$ cat src/rtl/seg7_pkg.sv
// Shared types and constants for the multiplexed 7-segment scanner.
package seg7_pkg;

  typedef enum logic {
    StBlank,
    StShow
  } state_e;

  localparam logic [6:0] SEG_OFF = 7'h7F;

  // Active-low {g,f,e,d,c,b,a}; entry n is the pattern for hex digit n.
  localparam logic [15:0][6:0] HEX_SEG = {
    7'h0E, 7'h06, 7'h21, 7'h46, 7'h03, 7'h08, 7'h10, 7'h00,
    7'h78, 7'h02, 7'h12, 7'h19, 7'h30, 7'h24, 7'h79, 7'h40
  };

endpackage

$ cat src/rtl/seg7_hex_decode.sv
// Combinational hex nibble to active-low 7-segment pattern lookup.
module seg7_hex_decode
  import seg7_pkg::*;
(
  input  logic [3:0] nibble,
  output logic [6:0] seg
);

  assign seg = HEX_SEG[nibble];

endmodule

$ cat src/rtl/seg7_scan.sv
// Multiplexed common-anode hex display scanner with per-digit blanking gap.
// Optional: define LEADING_ZERO_BLANK_EN to suppress leading-zero digits.
module seg7_scan
  import seg7_pkg::*;
#(
  parameter int unsigned DIGITS       = 4,
  parameter int unsigned BLANK_CYCLES = 4
) (
  input  logic                  clk,
  input  logic                  rst,
  input  logic                  sclk,
  input  logic                  en,
  input  logic [4*DIGITS-1:0]   value,
  input  logic [DIGITS-1:0]     dp,
  output logic [DIGITS-1:0]     an,
  output logic [6:0]            seg,
  output logic                  dp_n
);

  localparam int unsigned IdxW = (DIGITS > 1) ? $clog2(DIGITS) : 1;
  localparam int unsigned CntW = (BLANK_CYCLES > 0) ? $clog2(BLANK_CYCLES + 1) : 1;
  localparam logic [IdxW-1:0] LastIdx = IdxW'(DIGITS - 1);
  localparam logic [CntW-1:0] CntInit = CntW'(BLANK_CYCLES);

  logic                s1_q, s2_q, s3_q;
  logic                tick;
  state_e              state_q, state_d;
  logic [IdxW-1:0]     idx_q, idx_d;
  logic [CntW-1:0]     cnt_q, cnt_d;
  logic [4*DIGITS-1:0] val_q, val_d;
  logic [DIGITS-1:0]   dp_q, dp_d;
  logic [DIGITS-1:0]   an_q, an_d;
  logic [6:0]          seg_q, seg_d;
  logic                dp_n_q, dp_n_d;
  logic [3:0]          nibble;
  logic [6:0]          hex_seg;
  logic                lz_blank;

  // sclk is asynchronous data: three flops give a synchroniser plus edge history.
  assign tick   = s2_q & ~s3_q;
  assign nibble = val_q[4*idx_q +: 4];

  seg7_hex_decode u_hex_decode (
    .nibble (nibble),
    .seg    (hex_seg)
  );

`ifdef LEADING_ZERO_BLANK_EN
  always_comb begin
    lz_blank = (idx_q != '0);
    for (int i = 0; i < int'(DIGITS); i++) begin
      if (i >= int'(idx_q) && val_q[4*i +: 4] != 4'h0) lz_blank = 1'b0;
    end
    if (dp_q[idx_q]) lz_blank = 1'b0;
  end
`else
  assign lz_blank = 1'b0;
`endif

  always_comb begin
    state_d = state_q;
    idx_d   = idx_q;
    cnt_d   = cnt_q;
    val_d   = val_q;
    dp_d    = dp_q;
    if (tick) begin
      idx_d   = (idx_q == LastIdx) ? '0 : idx_q + IdxW'(1);
      state_d = StBlank;
      cnt_d   = CntInit;
      // Snapshot only on wrap so a full scan never mixes old and new digits.
      if (idx_q == LastIdx) begin
        val_d = value;
        dp_d  = dp;
      end
    end else begin
      unique case (state_q)
        StBlank: begin
          if (cnt_q == '0) state_d = StShow;
          else             cnt_d   = cnt_q - CntW'(1);
        end
        StShow: ;
        default: state_d = StBlank;
      endcase
    end
  end

  always_comb begin
    an_d   = '1;
    seg_d  = SEG_OFF;
    dp_n_d = 1'b1;
    if (state_q == StShow) begin
      seg_d = hex_seg;
      if (en) begin
        if (!lz_blank) an_d[idx_q] = 1'b0;
        dp_n_d = ~dp_q[idx_q];
      end
    end
  end

  always_ff @(posedge clk) begin
    if (rst) begin
      s1_q    <= 1'b0;
      s2_q    <= 1'b0;
      s3_q    <= 1'b0;
      state_q <= StBlank;
      idx_q   <= '0;
      cnt_q   <= CntInit;
      val_q   <= '0;
      dp_q    <= '0;
      an_q    <= '1;
      seg_q   <= SEG_OFF;
      dp_n_q  <= 1'b1;
    end else begin
      s1_q    <= sclk;
      s2_q    <= s1_q;
      s3_q    <= s2_q;
      state_q <= state_d;
      idx_q   <= idx_d;
      cnt_q   <= cnt_d;
      val_q   <= val_d;
      dp_q    <= dp_d;
      an_q    <= an_d;
      seg_q   <= seg_d;
      dp_n_q  <= dp_n_d;
    end
  end

  assign an   = an_q;
  assign seg  = seg_q;
  assign dp_n = dp_n_q;

endmodule

$ cat config.mk
export PLATFORM = sky130hd
export DESIGN_NAME = seg7_scan
export DESIGN_NICKNAME = d
export VERILOG_FILES = /design/src/rtl/seg7_pkg.sv /design/src/rtl/seg7_hex_decode.sv /design/src/rtl/seg7_scan.sv
export SDC_FILE = /design/constraint.sdc
export NUM_CORES = 1
export LEC_CHECK = 0
export BUFFER_PORTS_ARGS = -buffer_cell sky130_fd_sc_hd__buf_4
export CORE_MARGIN = 5
export CORE_UTILIZATION = 57
export CTS_CLUSTER_SIZE = 28
export DETAILED_ROUTE_END_ITERATION = 7
export PLACE_DENSITY = 0.82
export SYNTH_ARGS = -nofsm -noshare
export SYNTH_HDL_FRONTEND = slang
export SYNTH_SLANG_ARGS = --single-unit
$ cat constraint.sdc
create_clock -name clk -period 3.3 [get_ports clk]
set_input_delay 0.165 -clock clk [delete_from_list [all_inputs] [get_ports clk]]
set_output_delay 0.165 -clock clk [all_outputs]
set_load 0.02 [all_outputs]
### Word level (Yosys, flattened, before mapping)

Memory sizes are Yosys's and may differ from the RTL's. A register that Yosys moved wholly into a read port is not among the register bits.
Index checks and enable logic that the tools add are counted.

| word-level totals | value |
|---|---|
| output and inout bits | 12 |
| flip-flop bits (word level) | 34 |
| input bits | 24 |
| ROM bits | 112 |
| latch bits | 0 |
| memories kept | 1 |
| bits in writable memories | 0 |
| word-level logic and storage cells | 38 |

| cells by class | value |
|---|---|
| div/mod/pow operators | 0 |
| reduce and logical (&&, ||, !) cells | 7 |
| multipliers | 0 |
| mux-type cells | 7 |
| magnitude comparators | 2 |
| equal/unequal tests | 1 |
| bitwise logic cells | 7 |
| add/sub/neg operators | 2 |
| shift operators | 1 |

Memory list:

| name | words | width | rd ports | clocked after memory_dff | write ports | RTL line | source |
|---|---|---|---|---|---|---|---|
| (name not given) | 16 | 7 | 1 | 1 | 0 | seg7_hex_decode.sv:9 | `assign seg = HEX_SEG[nibble];` |

Operator list:

| kind | number |
|---|---|
| indexed part select 16 x 5 -> 4 bit | 1 |
| inverter 1 bit | 5 |
| 2-to-1 mux 1 bit | 4 |
| inverter 4 bit | 1 |
| AND reduction 2 bit | 2 |
| OR reduction 2 bit | 2 |
| zero test 3 bit | 1 |
| < comparator 2 x 3 -> 1 bit (second input constant) | 1 |
| OR reduction 3 bit | 1 |
| subtractor 3 x 1 -> 3 bit (second input constant) | 1 |
| adder 2 x 1 -> 2 bit (second input constant) | 1 |
| binary-select mux 1 bit (select 2 bit) | 1 |
| demux 1 bit (select 2 bit) | 1 |
| equality test 2 bit (second input constant) | 1 |
| greater-or-equal comparator 2 x 1 -> 1 bit (second input constant) | 1 |
| 2-to-1 mux 2 bit | 1 |
| AND 1 bit | 1 |
| logical AND 1 bit | 1 |

### Logic depth before layout (Yosys ltp)

| depth | value |
|---|---|
| depth after elaboration | 5 |
| depth in mapped cells | 7 |
| mapped depth without buffers | 7 |

### By module

Synthesis repeated with hierarchy kept, for this count alone.

| unflattened totals | value |
|---|---|
| cell total of the unflattened synthesis | 192 |
| area, all modules | 1835.5 µm² |

Modules (own cells, without submodules):

| module | cells each | times used | seq. area each (µm²) | area each (µm²) |
|---|---|---|---|---|
| seg7_scan | 160 | 1 | 820.8 | 1560.2 |
| seg7_hex_decode | 32 | 1 | 0.0 | 275.3 |

### Least setup slack after synthesis

Ideal clock, no wire load.

| timing path | value |
|---|---|
| kind | reg2reg |
| start point | reg idx_q[0] |
| end point | reg seg_q[1], in the netlist seg[1] |
| required time | 3.159 ns |
| clock period less this slack | 1.898 ns |
| path slack | 1.402 ns |
| library setup time | 0.141 ns |
| stages on the path, launching flop included | 7 |
| buffers on the path | 1 |
| arrival time | 1.757 ns |
| path through | dfxtp_1 -> buf_6 -> mux4_1 -> inv_1 -> ha_1 -> o211ai_1 -> o211ai_1 |

| on the way | value |
|---|---|
| cells in the longest elaborated chain, start to end | 1 |

RTL lines:

| element | RTL line | source |
|---|---|---|
| from (decl) | seg7_scan.sv:28 | `logic [IdxW-1:0] idx_q, idx_d;` |
| from (signal assigned) | seg7_scan.sv:118 | `idx_q <= idx_d;` |
| indexed part select 16 x 5 -> 4 bit | seg7_scan.sv:41 | `assign nibble = val_q[4*idx_q +: 4];` |
| to (decl) | seg7_scan.sv:33 | `logic [6:0] seg_q, seg_d;` |

No other way between the ends.
A chain may end at the register's enable or synchronous reset.

### Worst setup path in the final report

Same ends and word-level chain as after synthesis.

==> impl_metrics.py <==
metrics = {
    "critical_path": {
        "crit_fanout": 9,
        "crit_path_end_kind": "register",
        "r2r_start": "idx_q[0]",
        "arrival_ns": 2.40,
        "critPathSlowestCell": "mux4_1",
        "crit_buf_inv": 1,
        "r2r-end": "seg[1]",
        "crit_required_ns": 3.49,
        "cp_common_cell": "o211ai_1",
        "path_class": "register to register",
        "r2r_cells": 5,
        "cp.depth": 5,
        "start_kind": "register",
        "r2r_setup_slack_ns": 1.09,
        "slowest_delay_ns": 0.72,
        "critical_path.top_delay_family": "multiplexers",
        "cp_cell_sequence": "mux4_1, inv_1, ha_1, o211ai_1, o211ai_1",
    },
    "sta": {
        "clock-skew-final_ns": 0.00761,
        "slew_viol_final": 0,
        "worstMarginPinSlew_ns": 0.768,
        "setup_tns_ns": 0,
        "min_period_over_period_pct": 67.0,
        "rsz0062_at_grt": "no",
        "fin_crit_ns": 2.21,
        "setup_viol": 0,
        "fmax_ghz": 0.452,
        "timing.slew.headroom_pct": 48.7,
        "finalHoldViolCount": 0,
    },
    "global_route": {
        "grt_most_used_layer": "met2",
        "antenna_found_initial": 0,
        "track_usage_pct": 17.2,
        "grt_overflow": 0,
        "grt_max_degree": 32,
        "grt_pass1_vias": 1376,
        "grt.met1_usage_pct": 18.3,
        "grt_pass1_wl_mm": 5.75,
        "gr-usage-met2_pct": 32.5,
        "grtUsageMet3_pct": 4.10,
    },
    "cells_and_area": {
        "area_delta_synth_final_pct": 16.5,
        "fin_nets": 257,
        "final_util_pct": 68.4,
        "layout-drive-gt1-share_pct": 21.2,
        "diodes": 0,
    },
    "clock_network": {
        "clkTransAtPathRegs_ns": 0.13,
        "ctsResizeCount": 0,
        "insertion_delay_ns": 0.34,
        "root_buffer": "clkbuf_4",
        "numCtsBuffers": 5,
        "clock_sinks": 41,
        "hold_buffers": 0,
        "postCtsSetupRepairBufs": 0,
        "tritoncts": "built",
        "cts_buffer_depth": 2,
        "htreeDepth": 2,
    },
    "route": {
        "vias_per_cell": 5.36,
        "num_vias": 1366,
        "wire_per_inst_microns": 13.5,
        "wirelength_mm": 3.43,
        "drc": 0,
        "drt_iter0_drc": 74,
        "ant_nets": 0,
        "drt_first_pass_iters": 4,
    },
    "placement": {
        "port_buffers": 35,
        "place_congestion": 0.900,
        "hpwl_mm": 2.50,
    },
    "yosys": {
        "yosysWarningCount": 0,
        "ys_types": 34,
        "ys_seq_elements": 41,
        "synth_area_sq_um": 1760,
        "avgSynthCellArea_sq_um": 9.23,
        "yosysTopAreaCell": "dfxtp_1",
        "synth_top_cells_by_area": "dfxtp_1, nand2_1, ha_1",
        "seq_area_frac_synth_pct": 46.6,
        "synth_top_area_share_pct": 46.6,
        "synthCells": 191,
        "postSynthNetCount": 227,
    },
    "job": {
        "cap_violations": 0,
    },
    "worst_hold_path": {
        "worstHoldStart": "en",
        "min_to": "an[2]",
        "min_path_type": "primary input to register",
        "holdPathStages": 2,
    },
    "die": {
        "die_width_microns": 65.6,
        "num_rows": 20,
        "core_area_sq_um": 3000,
        "initial_core_util_pct": 58.7,
        "io_pins": 36,
        "die_y_microns": 65.6,
        "die_area_sq_um": 4310,
    },
    "power": {
        "power.density_nw_per_um2": 456,
        "p_leak_nw": 0.783,
        "ir_worst_vdd_mv": 0.259,
    },
    "status": {
        "status": "finished clean",
    },
}
-- state kept, by name, summed over array words and instances (netlist names) --
signal and flops:
cnt_q 3, an 4, state_q 1, dp_q 4, dp_n 1, s2_q 1, val_q 16, s3_q 1
idx_q 2, s1_q 1, seg 7
-- per-stage QoR --
| step | std cells | power [mW] | worst slack [ns] | instance area, sq um | hold WS (ns) |
|---|---|---|---|---|---|
| floorplan | 191 | 0.647 | 1.40 | 1760 | 0.237 |
| global placement | 247 | 0.689 | 1.25 | 2000 | 0.381 |
| detailed placement | 247 | 0.702 | 1.13 | 2000 | 0.383 |
| CTS | 255 | 0.941 | 1.11 | 2050 | 0.0220 |
| global route | 255 | 0.980 | 0.979 | 2050 | 0.0189 |
| finish | 255 | 0.936 | 1.09 | 2050 | 0.0242 |
-- synth_stat cells, drive strengths merged --
cell	n
a2111oi	1
a21oi	25
a31oi	1
and2	1
and3b	1
buf	5
clkbuf	7
dfxtp	41
ha	12
inv	8
mux2i	1
mux4	5
nand2	43
nand2b	3
nand3	6
nand3b	2
nor2	9
nor2b	5
nor3	2
o2111ai	1
o211ai	2
o21a	1
o21ai	2
o221ai	1
o22ai	1
o311ai	1
o31a	1
or2	1
or3	1
xnor2	1
-- per-layer routing --
metal,up-vias,share of wire [%]
met2,37,51
met3,7,5.0
met4,0,1.7
li1,701,-
met1,621,42
met5,-,0
-- placed cells by master (no fill, tap or decap), types with 5 or more instances in the layout --
cell type and count:
a21oi_1 25, buf_4 35, nand3_1 6, nand2_1 42
nor2b_1 5, nor2_1 9, inv_1 8, dfxtp_1 41
ha_1 12, clkbuf_4 5
-- how the worst max path moves through the flow --
| stage | start | end | slack (ns) |
|---|---|---|---|
| CTS | idx_q[0] | seg[1] | 1.11 |
| global placement | idx_q[0] | seg[1] | 1.25 |
| finish | idx_q[0] | seg[1] | 1.09 |
| floorplan | idx_q[0] | seg[1] | 1.40 |
| global route | idx_q[0] | seg[1] | 0.98 |
| detailed placement | idx_q[0] | seg[1] | 1.13 |
-- cell families (layout without fill, tap and decap cells) --
logic type,Yosys count,in the layout,share of synthesized area [%]
flops,41,41,46.6
mux,6,6,7.59
xor+xnor,1,1,0.497
fa+ha+maj,12,12,8.52
buf+inv,20,51,5.61
simple gates,74,74,18.7
compound gates,37,37,12.5
-- area by class of cell --
type	count	area, sq um
fill	258	950
multi-input combinational	130	843
sequential	41	821
timing repair buffer	35	263
tap	33	41.3
clock buffer	5	37.5
inverter	8	30.0
clock inverter	3	17.5
-- report_power, final --
group          switching, mW  total [mW]  leakage [nW]  internal, mW
clock                  0.166       0.246        0.0310        0.0805
sequential            0.0155       0.542         0.333         0.526
combinational         0.0747       0.148         0.420        0.0732
Note: power is estimated with default switching activity, not from simulation.
